$ cat src/rtl/name_pkg.sv
// Shared character constants, name ROM contents and streamer state encoding.
// The GAP state exists only when NAME_GAP_EN is defined.
package name_pkg;

  localparam logic [7:0] CHAR_G = 8'h47;
  localparam logic [7:0] CHAR_A = 8'h41;
  localparam logic [7:0] CHAR_Y = 8'h59;
  localparam logic [7:0] CHAR_T = 8'h54;
  localparam logic [7:0] CHAR_R = 8'h52;
  localparam logic [7:0] CHAR_I = 8'h49;

  localparam int NAME_LEN = 7;
  localparam int IDX_W    = 3;

  localparam logic [7:0] NAME_ROM [NAME_LEN] =
    '{CHAR_G, CHAR_A, CHAR_Y, CHAR_A, CHAR_T, CHAR_R, CHAR_I};

  typedef enum logic [1:0] {
    ST_IDLE = 2'd0,
    ST_SEND = 2'd1,
    ST_FIN  = 2'd2
`ifdef NAME_GAP_EN
    , ST_GAP = 2'd3
`endif
  } stream_state_t;

endpackage

$ cat src/rtl/name_streamer_if.sv
// Byte valid/ready handshake between the streamer and its downstream consumer.
interface name_streamer_if;

  logic [7:0] out_data;
  logic       out_valid;
  logic       out_ready;

  modport master (output out_data, output out_valid, input out_ready);
  modport slave  (input out_data, input out_valid, output out_ready);

endinterface

$ cat src/rtl/name_char_rom.sv
// Combinational lookup of one character of the name; out-of-range index reads 8'h00.
module name_char_rom
  import name_pkg::*;
(
  input  logic [IDX_W-1:0] i_idx,
  output logic [7:0]       o_char
);

  // NOTE: default assignment first so no path through always_comb infers a latch.
  always_comb begin
    o_char = 8'h00;
    if (int'(i_idx) < NAME_LEN) o_char = NAME_ROM[i_idx];
  end

endmodule

$ cat src/rtl/name_streamer.sv
// Emits "GAYATRI" reps times over a valid/ready byte stream.
// Define NAME_GAP_EN to insert GAP_LEN FILLER bytes between repetitions.
module name_streamer
  import name_pkg::*;
#(
  parameter int         CNT_W   = 8,
  parameter int         GAP_LEN = 3,
  parameter logic [7:0] FILLER  = 8'h2E
) (
  input  logic               clk,
  input  logic               rst,
  input  logic               start,
  input  logic [CNT_W-1:0]   reps,
  input  logic               abort,
  name_streamer_if.master    out_if,
  output logic               busy,
  output logic               done,
  output logic [CNT_W-1:0]   sent_cnt
);

  localparam logic [IDX_W-1:0] LAST_IDX = IDX_W'(NAME_LEN - 1);

  if (GAP_LEN < 1 || FILLER == CHAR_G) begin : g_bad_cfg
    $error("name_streamer: GAP_LEN must be >= 1 and FILLER must differ from 'G'");
  end

  stream_state_t    r_state;
  logic [IDX_W-1:0] r_idx;
  logic [CNT_W-1:0] r_remaining;
  logic [CNT_W-1:0] r_sent_cnt;
  logic [7:0]       r_out_data;
  logic             r_out_valid;
  logic             r_busy;
  logic             r_done;

  logic             w_xfer;
  logic             w_last_char;
  logic [IDX_W-1:0] w_next_idx;
  logic [7:0]       w_next_char;

`ifdef NAME_GAP_EN
  localparam int GAP_W = (GAP_LEN > 1) ? $clog2(GAP_LEN) : 1;
  logic [GAP_W-1:0] r_gap_cnt;
`endif

  assign w_xfer      = r_out_valid && out_if.out_ready;
  assign w_last_char = (r_idx == LAST_IDX);
  assign w_next_idx  = w_last_char ? '0 : r_idx + IDX_W'(1);

  // The ROM looks one character ahead so out_data can stay registered.
  name_char_rom u_rom (
    .i_idx  (w_next_idx),
    .o_char (w_next_char)
  );

  // NOTE: state registers use non-blocking assignments so every flop samples pre-edge values.
  always_ff @(posedge clk or posedge rst) begin
    if (rst) begin
      r_state     <= ST_IDLE;
      r_idx       <= '0;
      r_remaining <= '0;
      r_sent_cnt  <= '0;
      r_out_data  <= 8'h00;
      r_out_valid <= 1'b0;
      r_busy      <= 1'b0;
      r_done      <= 1'b0;
`ifdef NAME_GAP_EN
      r_gap_cnt   <= '0;
`endif
    end else begin
      r_done <= 1'b0;
      if (abort) begin
        r_state     <= ST_IDLE;
        r_out_valid <= 1'b0;
        r_busy      <= 1'b0;
      end else begin
        case (r_state)
          ST_IDLE: begin
            if (start) begin
              r_idx       <= '0;
              r_remaining <= reps;
              r_sent_cnt  <= '0;
              r_busy      <= 1'b1;
              if (reps != '0) begin
                r_state     <= ST_SEND;
                r_out_valid <= 1'b1;
                r_out_data  <= CHAR_G;
              end else begin
                r_state <= ST_FIN;
                r_done  <= 1'b1;
              end
            end
          end

          ST_SEND: begin
            if (w_xfer) begin
              r_idx <= w_next_idx;
              if (w_last_char) begin
                r_sent_cnt  <= r_sent_cnt + CNT_W'(1);
                r_remaining <= r_remaining - CNT_W'(1);
                if (r_remaining == CNT_W'(1)) begin
                  r_state     <= ST_FIN;
                  r_out_valid <= 1'b0;
                  r_done      <= 1'b1;
                end else begin
`ifdef NAME_GAP_EN
                  r_state    <= ST_GAP;
                  r_gap_cnt  <= '0;
                  r_out_data <= FILLER;
`else
                  r_out_data <= w_next_char;
`endif
                end
              end else begin
                r_out_data <= w_next_char;
              end
            end
          end

`ifdef NAME_GAP_EN
          ST_GAP: begin
            if (w_xfer) begin
              if (r_gap_cnt == GAP_W'(GAP_LEN - 1)) begin
                r_state    <= ST_SEND;
                r_out_data <= CHAR_G;
              end else begin
                r_gap_cnt <= r_gap_cnt + GAP_W'(1);
              end
            end
          end
`endif

          ST_FIN: begin
            r_state <= ST_IDLE;
            r_busy  <= 1'b0;
          end

          default: begin
            r_state     <= ST_IDLE;
            r_out_valid <= 1'b0;
            r_busy      <= 1'b0;
          end
        endcase
      end
    end
  end

  assign out_if.out_data  = r_out_data;
  assign out_if.out_valid = r_out_valid;
  assign busy             = r_busy;
  assign done             = r_done;
  assign sent_cnt         = r_sent_cnt;

endmodule

$ cat src/flat_wrapper.sv
// flat-port wrapper written by rule: the top's interface ports become plain ports
module name_streamer_flat import name_pkg::*;
#(
  parameter int         CNT_W   = 8,
  parameter int         GAP_LEN = 3,
  parameter logic [7:0] FILLER  = 8'h2E
)
  (clk, rst, start, reps, abort, busy, done, sent_cnt, out_if_out_data, out_if_out_valid, out_if_out_ready);
  name_streamer_if out_if_i ();
  input  logic clk;
  input  logic rst;
  input  logic start;
  input  logic [CNT_W-1:0] reps;
  input  logic abort;
  output logic busy;
  output logic done;
  output logic [CNT_W-1:0] sent_cnt;
  output wire logic [$bits(out_if_i.out_data)-1:0] out_if_out_data;
  output wire logic [$bits(out_if_i.out_valid)-1:0] out_if_out_valid;
  input wire logic [$bits(out_if_i.out_ready)-1:0] out_if_out_ready;
  assign out_if_out_data = out_if_i.out_data;
  assign out_if_out_valid = out_if_i.out_valid;
  assign out_if_i.out_ready = out_if_out_ready;
  name_streamer #(.CNT_W(CNT_W), .GAP_LEN(GAP_LEN), .FILLER(FILLER)) u_core (.clk(clk), .rst(rst), .start(start), .reps(reps), .abort(abort), .out_if(out_if_i), .busy(busy), .done(done), .sent_cnt(sent_cnt));
endmodule
$ cat config.mk
export PLATFORM = sky130hd
export DESIGN_NAME = name_streamer_flat
export DESIGN_NICKNAME = d
export VERILOG_FILES = /design/src/rtl/name_pkg.sv /design/src/rtl/name_streamer_if.sv /design/src/rtl/name_char_rom.sv /design/src/rtl/name_streamer.sv /design/src/flat_wrapper.sv
export SDC_FILE = /design/constraint.sdc
export NUM_CORES = 1
export LEC_CHECK = 0
export ABC_AREA = 1
export BUFFER_PORTS_ARGS = -buffer_cell sky130_fd_sc_hd__buf_2
export CAP_MARGIN = 15
export CORE_MARGIN = 2
export CORE_UTILIZATION = 37
export DETAILED_ROUTE_END_ITERATION = 16
export GPL_TIMING_DRIVEN = 0
export SYNTH_ARGS = -nofsm -noshare
export SYNTH_HDL_FRONTEND = slang
export SYNTH_SLANG_ARGS = --single-unit
$ cat constraint.sdc
create_clock -name clk -period 2 [get_ports clk]
set_clock_uncertainty 0.2 [all_clocks]
set_input_delay 0 -clock clk [delete_from_list [all_inputs] [get_ports clk]]
set_output_delay 0 -clock clk [all_outputs]
set_load 0.005 [all_outputs]
Yosys cells after proc, flatten, opt, wreduce, memory -nomap -nowiden
Memory sizes are Yosys's and may differ from the RTL's.
Cells that the tools add are included.
- reduce and logical (&&, ||, !) cells: 10
- add/subtract/negate cells: 3
- bitwise operators: 2
- equal/unequal tests: 16
- magnitude comparators: 2
- mux-type cells: 45
- operator list (kind ; count):
    $mux W8 ; 14
    $pmux W8 S2 ; 3
    $mux W1 ; 14
    $mux W2 ; 6
    $ne A3 B2 Y1 const B ; 4
    $reduce_and A6 Y1 ; 2
    $mux W3 ; 3
    $add A8 B1 Y8 const B ; 1
    $eq A8 B1 Y1 const B ; 1
    $reduce_and A4 Y1 ; 2
    $reduce_bool A8 Y1 ; 1
    $sub A8 B1 Y8 const B ; 1
    $ne A2 B1 Y1 const B ; 3
    $ne A2 B2 Y1 const B ; 3
    $ne A3 B3 Y1 const B ; 2
    $pmux W3 S2 ; 1
    $reduce_and A5 Y1 ; 1
    $ge A4 B4 Y1 const B ; 1
    $not A3 Y4 ; 1
    $pmux W1 S2 ; 2
    $pmux W2 S2 ; 1
    $add A3 B1 Y3 const B ; 1
    $eq A3 B3 Y1 const B ; 1
    $lt A3 B3 Y1 const B ; 1
    8 further kinds ; 8
- ROM bits: 64
- bits in registers: 32
- memories: 1
- logic and storage cells: 87
- input bits: 13
- memory list (memory ; words ; bits a word ; read ports ; clocked after Yosys merged registers in ; wr ports ; RTL line ; RTL):
    (no name shown) ; 8 ; 8 ; 1 ; 0 ; 0 ; name_char_rom.sv:12 ; if (int'(i_idx) < NAME_LEN) o_char = NAME_ROM[i_idx];

Logic depth before layout (Yosys ltp)
Gate-level depths: netlist of run 1.
- depth after elaboration: 11
- gate-level depth with buffers: 10

By module
From an unflattened synthesis of run 1, not the netlist that was laid out.
- cell total of the unflattened synthesis: 265
- area total of the unflattened synthesis: 1985.7 um^2
- modules (own cells, without submodules) (module ; cells an instance ; instances ; sequential area each (um^2) ; area each (um^2)):
    name_streamer ; 249 ; 1 ; 800.8 ; 1913.1
    name_char_rom ; 16 ; 1 ; 0.0 ; 72.6

Worst setup path before layout of run 1
No wires, ideal clock.
- path kind: register -> register
- from: register u_core.r_remaining[1]
- to: register u_core.r_out_data[6], in the netlist u_core.out_if.out_data[6]
- data required time: 1.674 ns
- stages on the path, launching flop included: 8
- buffers on the path: 0
- path slack: 0.503 ns
- period minus slack after synthesis: 1.497 ns
- library setup time: 0.126 ns
- data arrival time: 1.171 ns
- cell sequence: dfrtp_1 > inv_1 > ha_1 > nand2_1 > nor2_1 > nand3_1 > nand3_1 > nand2_1
- cells in the longest elaborated chain, start to end: 3
- RTL lines (element ; RTL line ; RTL):
    from (decl) ; name_streamer.sv:29 ; logic [CNT_W-1:0] r_remaining;
    from (signal assigned) ; name_streamer.sv:81 ; r_remaining <= reps;
    from (signal assigned) ; name_streamer.sv:100 ; r_remaining <= r_remaining - CNT_W'(1);
    $eq A8 B1 Y1 ; name_streamer.sv:101 ; if (r_remaining == CNT_W'(1)) begin
    $ne A3 B3 Y1 (no line) ; -- ;
    $reduce_and A6 Y1 (no line) ; -- ;
    to (signal assigned) ; name_streamer.sv:111 ; r_out_data <= w_next_char;
    to (signal assigned) ; name_streamer.sv:115 ; r_out_data <= w_next_char;
    to (decl) ; name_streamer.sv:31 ; logic [7:0] r_out_data;
No other way between the ends.
A chain may end at the register's enable or synchronous reset.

Final worst setup path of run 1
- from: input reps[6]
- to: register u_core.r_out_data[1], in the netlist u_core.out_if.out_data[1]
- cells in the longest elaborated chain, start to end: 3
- RTL lines (element ; RTL line ; RTL):
    from (decl) ; flat_wrapper.sv:13 ; input logic [CNT_W-1:0] reps;
    $reduce_bool A8 Y1 ; name_streamer.sv:84 ; if (reps != '0) begin
    $ne A2 B1 Y1 (no line) ; -- ;
    $reduce_and A6 Y1 (no line) ; -- ;
No other way between the ends.

==> impl_metrics.ini, run 1 <==
[sta]
period_share = 0.934
finalSetupTns_ns = 0
fmax_mhz = 535
setup_viol = 0
maxSlewViolCount = 0
rsz0062_at_grt = no
hold_violations = 0
period_minus_slack_ns = 1.87

[global_routing]
antenna_found_initial = 0
use_met1 = 0.232
grtUsageMet2 = 0.254
met3_usage = 0.0494
grt_pass1_vias = 1535
groute.usage.overall = 0.168
grt_overflow_total = 0
grt_start_max_net_pins = 22
grt_pass1_wl_um = 6950
busiest_layer = met2

[yosys]
ys_top_cells_by_area = dfrtp_1 (42%), nand2_1 (19%), nor2_1 (7.8%), nand3_1 (6.5%), inv_1 (5.3%)
ys_async_sr_fraction = 1.00
yosys_warnings = 0
synth-edff-count = 0
netlist.area_leader.share = 0.423
ys_seq_area_frac = 0.423
synth_flop_cell = dfrtp_1
synth_cell_types = 25
synth_most_common_cell = nand2_1
syn_area_um2 = 1780
ys_seq_elements = 30
syn_area_per_cell_um2 = 6.94
synth_common_cells = nand2_1 (88), nor2_1 (37), dfrtp_1 (30)
yosys.area.top_type = dfrtp_1
syn_inst = 256

[power]
total_power_mw = 2.48
powerDensity_nw_per_um2 = 1100
p_leak_nw = 1.21
ir_drop_mv = 0.610

[finish]
fill_cells = 492
syn2layout_area_growth_pct = 27.4
fin_util = 0.486
diodes = 0
nets = 324
fin_area_um2 = 2260
drive_gt1_frac = 0.181

[clocking]
numCtsBuffers = 5
cts_tree = done
htreeDepth = 2
post_cts_buffers = 0
cts_root_buffer = clkbuf_8
cts_max_path_buffers = 2
cts.clk_slew.worst_paths_ns = 0.07
cts.sinks = 30
clkLatencyLatePin_ns = 0.29

[floorplanning]
core_um2 = 4660
rows = 25
io_pins = 32
fp.dieH_um = 73.3
initial_core_util = 0.381
fp.dieW_um = 73.3
dieArea_um2 = 5370

[detailed_routing]
firstDrtPassIters = 4
vias_per_cell = 4.64
ant_nets = 0
wl_per_cell_um = 11.1
first_iter_violations = 61
remaining_drc_errors = 0
vias = 1684
wl_um = 4040

[placement]
gp_congestion = 0.789
dpl_cell_area_um2 = 2020
portBuffers = 29
hpwl_um = 2940

[flow_run]
drv_cap = 0

[worst_setup_path]
crit_type = input pin to register
critical-path-top-delay-family = buffers and inverters
cp_max_fo = 5
arrival_ns = 1.84
timing.critical_path.buf_inv = 3
r2r_end = u_core.out_if.out_valid
slowest_stage = dlygate4sd3_1
reg2reg_from = u_core.r_state[1]
end_kind = register
r2r_slack_ns = 0.24
r2r_cells = 7
path_cells = dlygate4sd3_1 -> buf_2 -> nor2_1 -> dlygate4sd3_1 -> nand2_1 -> nor2_2 -> a21oi_1 -> nand3_1 -> nand2_1
required_ns = 1.98
slowest_delay_ns = 0.54
crit_path_start_kind = input pin

[run_status]
outcome = finished clean

[worst_hold_path]
hp-class = input pin to async pin
==> per-stage QoR <==
step | worst slack, ns | cells | hold slack, ns
after global placement | 0.204 | 340 | 0.0863
after CTS | 0.0210 | 363 | 0.0832
after global routing | 0.0133 | 363 | 0.111
final | 0.131 | 363 | 0.0652
after floorplan | 0.503 | 257 | -0.109
after detailed placement | 0.205 | 341 | -0.159
==> sequential cells by signal (all words and copies together), names as in the netlist <==
name                     count
u_core.busy                  1
u_core.r_idx                 3
u_core.r_remaining           8
u_core.r_state               2
u_core.sent_cnt              8
u_core.out_if.out_valid      1
u_core.out_if.out_data       6
u_core.done                  1
==> metal layers <==
metal,part of all wire,wire length [µm],vias up
li1,-,-,904
met5,0,0,-
met3,0.054,218,2
met1,0.51,2070,737
met2,0.43,1720,41
met4,0.0067,27,0
==> worst max path at each step <==
stage,slack (ns),end,cells after the start,start
floorplan,0.50,u_core.out_if.out_data[6],7,u_core.r_remaining[1]
global placement,0.20,u_core.out_if.out_data[2],8,u_core.r_remaining[1]
detailed placement,0.21,u_core.out_if.out_data[3],8,u_core.r_remaining[1]
CTS,0.02,u_core.out_if.out_data[3],10,reps[6]
global route,0.01,u_core.out_if.out_data[3],9,reps[6]
finish,0.13,u_core.out_if.out_data[1],9,reps[6]
==> cells in the final DEF (no fill, tap or decap) <==
master | synthesis | layout
o21ai_0 | 16 | 16
inv_2 | 3 | 3
nand3_1 | 23 | 22
nor2_2 | 0 | 1
nand3b_1 | 1 | 1
o21ai_1 | 1 | 1
nand4_1 | 5 | 5
nand3_2 | 0 | 1
buf_16 | 0 | 1
clkinvlp_4 | 0 | 1
a21oi_2 | 1 | 1
nand2_2 | 1 | 1
a21oi_1 | 5 | 5
buf_2 | 1 | 30
inv_1 | 25 | 25
clkinv_2 | 0 | 1
dfrtp_1 | 30 | 30
o22ai_1 | 1 | 1
buf_6 | 2 | 2
xor2_1 | 2 | 2
xnor2_1 | 1 | 1
clkbuf_8 | 0 | 6
buf_4 | 3 | 3
conb_1 | 1 | 2
dlygate4sd3_1 | 0 | 14
nor2_1 | 37 | 36
nor2_4 | 1 | 1
ha_1 | 3 | 3
o21bai_1 | 1 | 1
nand2_1 | 88 | 88
or2_2 | 3 | 3
nand2_4 | 1 | 1
==> worst register-to-register path: cells and delay by family (launching register included) <==
kind	cells	cell delay [ns]
AO/OA/AOI/OAI	1	0.39
AND/OR/NAND/NOR	5	0.62
buffers and inverters	1	0.07
flip-flops	1	0.42
==> final cells by class <==
| class | instances | area, µm² | share of cell area |
|---|---|---|---|
| clock inverter | 2 | 12.5 | 0.00553 |
| buffer | 6 | 50.0 | 0.0221 |
| timing repair buffer | 44 | 313 | 0.138 |
| inverter | 28 | 105 | 0.0464 |
| sequential | 30 | 751 | 0.332 |
| clock buffer | 6 | 82.6 | 0.0365 |
| multi-input combinational | 193 | 882 | 0.390 |
| tap | 54 | 67.6 | 0.0299 |
==> cells by family after synthesis <==
| group | after synthesis | synth area share |
|---|---|---|
| XOR/XNOR | 3 | 0.0148 |
| buffers and inverters | 34 | 0.0873 |
| other | 1 | 0.00211 |
| AO/OA/AOI/OAI | 25 | 0.0746 |
| flip-flops | 30 | 0.423 |
| adder cells (fa/ha/maj) | 3 | 0.0211 |
| AND/OR/NAND/NOR | 160 | 0.377 |
==> what timing repair did <==
| item | 4_1_cts | 5_1_grt |
|---|---|---|
| resized for setup | 0 | 2 |
| hold buffers | 14 | 0 |
| hold endpoints to repair | 43 | 0 |
| setup endpoints to repair | 0 | 6 |
==> power by group <==
group,internal [mW],leakage (nW),switching [mW],total (mW)
Clock,0.276,0.0472,0.241,0.517
Combinational,0.396,0.773,0.627,1.02
Sequential,0.782,0.389,0.160,0.942
Total,1.45,1.21,1.03,2.48
Power figures use the tool's default switching activity.
==> run 2: changes to the inputs <==
--- a/config.mk
+++ b/config.mk
@@ -8,6 +8,7 @@
 export ABC_AREA = 1
 export BUFFER_PORTS_ARGS = -buffer_cell sky130_fd_sc_hd__buf_2
 export CAP_MARGIN = 15
+export CORE_ASPECT_RATIO = 0.7
 export CORE_MARGIN = 2
 export CORE_UTILIZATION = 37
 export DETAILED_ROUTE_END_ITERATION = 16
==> run 2 against run 1 <==
Compared with the run above: non-clock buffer count unchanged; global-route usage grew 0.55 points; clock-buffer cell count is the same; routed wire length rose by 5.7%; core utilization grew 0.65 points; critical path depth fell by 1; final area rose by 2.3%; critical endpoint is now u_core.r_state[1].
==> impl_metrics.ini, run 2 (synthesis gave the netlist of run 1 again) <==
[run_status]
outcome = finished clean

[sta]
maxSlewViolCount = 0
setup_viol = 0
fmax_mhz = 537
period_minus_slack_ns = 1.86
max-slew-margin-rel = 0.667
period_share = 0.931
finalSetupTns_ns = 0
worst_slew_pin_slew_ns = 0.499
hold_violations = 0
rsz0062_at_grt = no

[detailed_routing]
vias_per_cell = 4.66
wl_per_cell_um = 11.7
firstDrtPassIters = 4
vias = 1706
wl_um = 4270
remaining_drc_errors = 0
first_iter_violations = 106
ant_nets = 0

[worst_setup_path]
reg2reg_from = u_core.r_remaining[1]
r2r_end = u_core.out_if.out_data[0]
startpoint = reps[2]
r2r_cells = 8
slowest_stage = dlygate4sd3_1
crit_end = u_core.r_state[1]
crit_type = input pin to register
slowest_delay_ns = 0.59
crit_path_start_kind = input pin
end_kind = register
cp_max_fo = 4
r2r_slack_ns = 0.25
path_cells = dlygate4sd3_1 -> buf_2 -> nor2_1 -> nand2_1 -> nor2_2 -> dlygate4sd3_1 -> nand3_1 -> a21oi_1
required_ns = 2.01
arrival_ns = 1.87
crit_top_cell = dlygate4sd3_1

[global_routing]
grt_start_max_net_pins = 21
grt_pass1_vias = 1537
groute.usage.overall = 0.173
antenna_found_initial = 0
grt_pass1_wl_um = 7070
grt_overflow_total = 0

[floorplanning]
fp.dieW_um = 86.8
io_pins = 32
core_um2 = 4700
rows = 21
dieArea_um2 = 5380
initial_core_util = 0.378
fp.dieH_um = 62.0

[flow_run]
drv_cap = 0

[clocking]
numCtsBuffers = 5
cts_root_buffer = clkbuf_8
cts.clk_slew.worst_paths_ns = 0.07
cts.sinks = 30
cts_tree = done
clkLatencyLatePin_ns = 0.28
post_cts_buffers = 0
cts_max_path_buffers = 2
htreeDepth = 2

[finish]
syn2layout_area_growth_pct = 30.3
final_common_cell = nand2_1
final_cell_mix = nand2_1 (88), nor2_1 (36), buf_2 (30), dfrtp_1 (30), inv_1 (25)
nets = 324
fill_cells = 469
diodes = 0
multi_input_area_um2 = 882
ff_latch_area_um2 = 751
drive_gt1_frac = 0.181

[power]
ir_drop_mv = 0.498
powerDensity_nw_per_um2 = 1190
p_leak_nw = 1.23
total_power_mw = 2.76

[placement]
hpwl_um = 3050
portBuffers = 29
gp_congestion = 0.858

[worst_hold_path]
hp-class = input pin to async pin
run 2: changes by cell type in the layout (fill, tap and decap cells not counted), sizes merged:
cell	previous run	this run
clkinv	1	0
clkinvlp	1	0
bufinv	0	2
run 2: metrics by stage:
| step | setup slack, ns | std cells | util | hold WS (ns) | area (µm²) |
|---|---|---|---|---|---|
| 2_1_floorplan | 0.503 | 257 | - | -0.109 | 1780 |
| 3_3_place_gp | 0.202 | 343 | 0.425 | 0.105 | 2000 |
| 3_5_place_dp | 0.214 | 344 | 0.430 | -0.147 | 2020 |
| 4_1_cts | 0.0934 | 366 | 0.491 | 0.0951 | 2310 |
| 5_1_grt | 0.0276 | 366 | 0.492 | 0.144 | 2310 |
| 6_report | 0.137 | 366 | 0.492 | 0.0869 | 2310 |
run 2: where the power goes:
part | switching (mW) | total [mW] | internal, mW
logic | 0.646 | 1.04 | 0.396
clock network | 0.244 | 0.776 | 0.531
registers | 0.159 | 0.941 | 0.782
total | 1.05 | 2.76 | 1.71
run 2: timing repair:
item                                    in CTS  in global routing
endpoints found under the hold margin       43                  0
gates resized for setup                      0                  2
endpoints found under the setup margin       0                  2
hold buffers                                14                  0
run 2: cell type report:
type                    instances  area share
inverters                      28      0.0454
flip-flops and latches         30       0.324
multi-input cells             193       0.381
clock inverters                 2      0.0259
clock buffers                   6      0.0357
plain buffers                   6      0.0216
well taps                      57      0.0308
repair buffers                 44       0.135
run 2: layer usage:
layer / routed length [µm] / track usage / vias up
li1: - / - / 901
met1: 2320 / 0.248 / 761
met2: 1700 / 0.261 / 40
met3: 221 / 0.0436 / 4
met4: 25 / 0.0536 / 0
met5: 0 / 0 / -
run 2: how the worst min path moves through the flow:
stage,depth (start not counted),to,from,slack (ns)
2_1_floorplan,1,u_core.busy,rst,-0.11
6_report,3,u_core.sent_cnt[6],rst,0.09
4_1_cts,3,u_core.sent_cnt[6],rst,0.1
5_1_grt,3,u_core.sent_cnt[5],rst,0.14
3_5_place_dp,2,u_core.sent_cnt[7],rst,-0.15
3_3_place_gp,3,u_core.busy,start,0.10
run 2: critical path: cells and delay by family:
family / cells / cell delay [ns]
AO/OA/AOI/OAI: 1 / 0.15
AND/OR/NAND/NOR: 4 / 0.46
buffers and inverters: 3 / 1.25
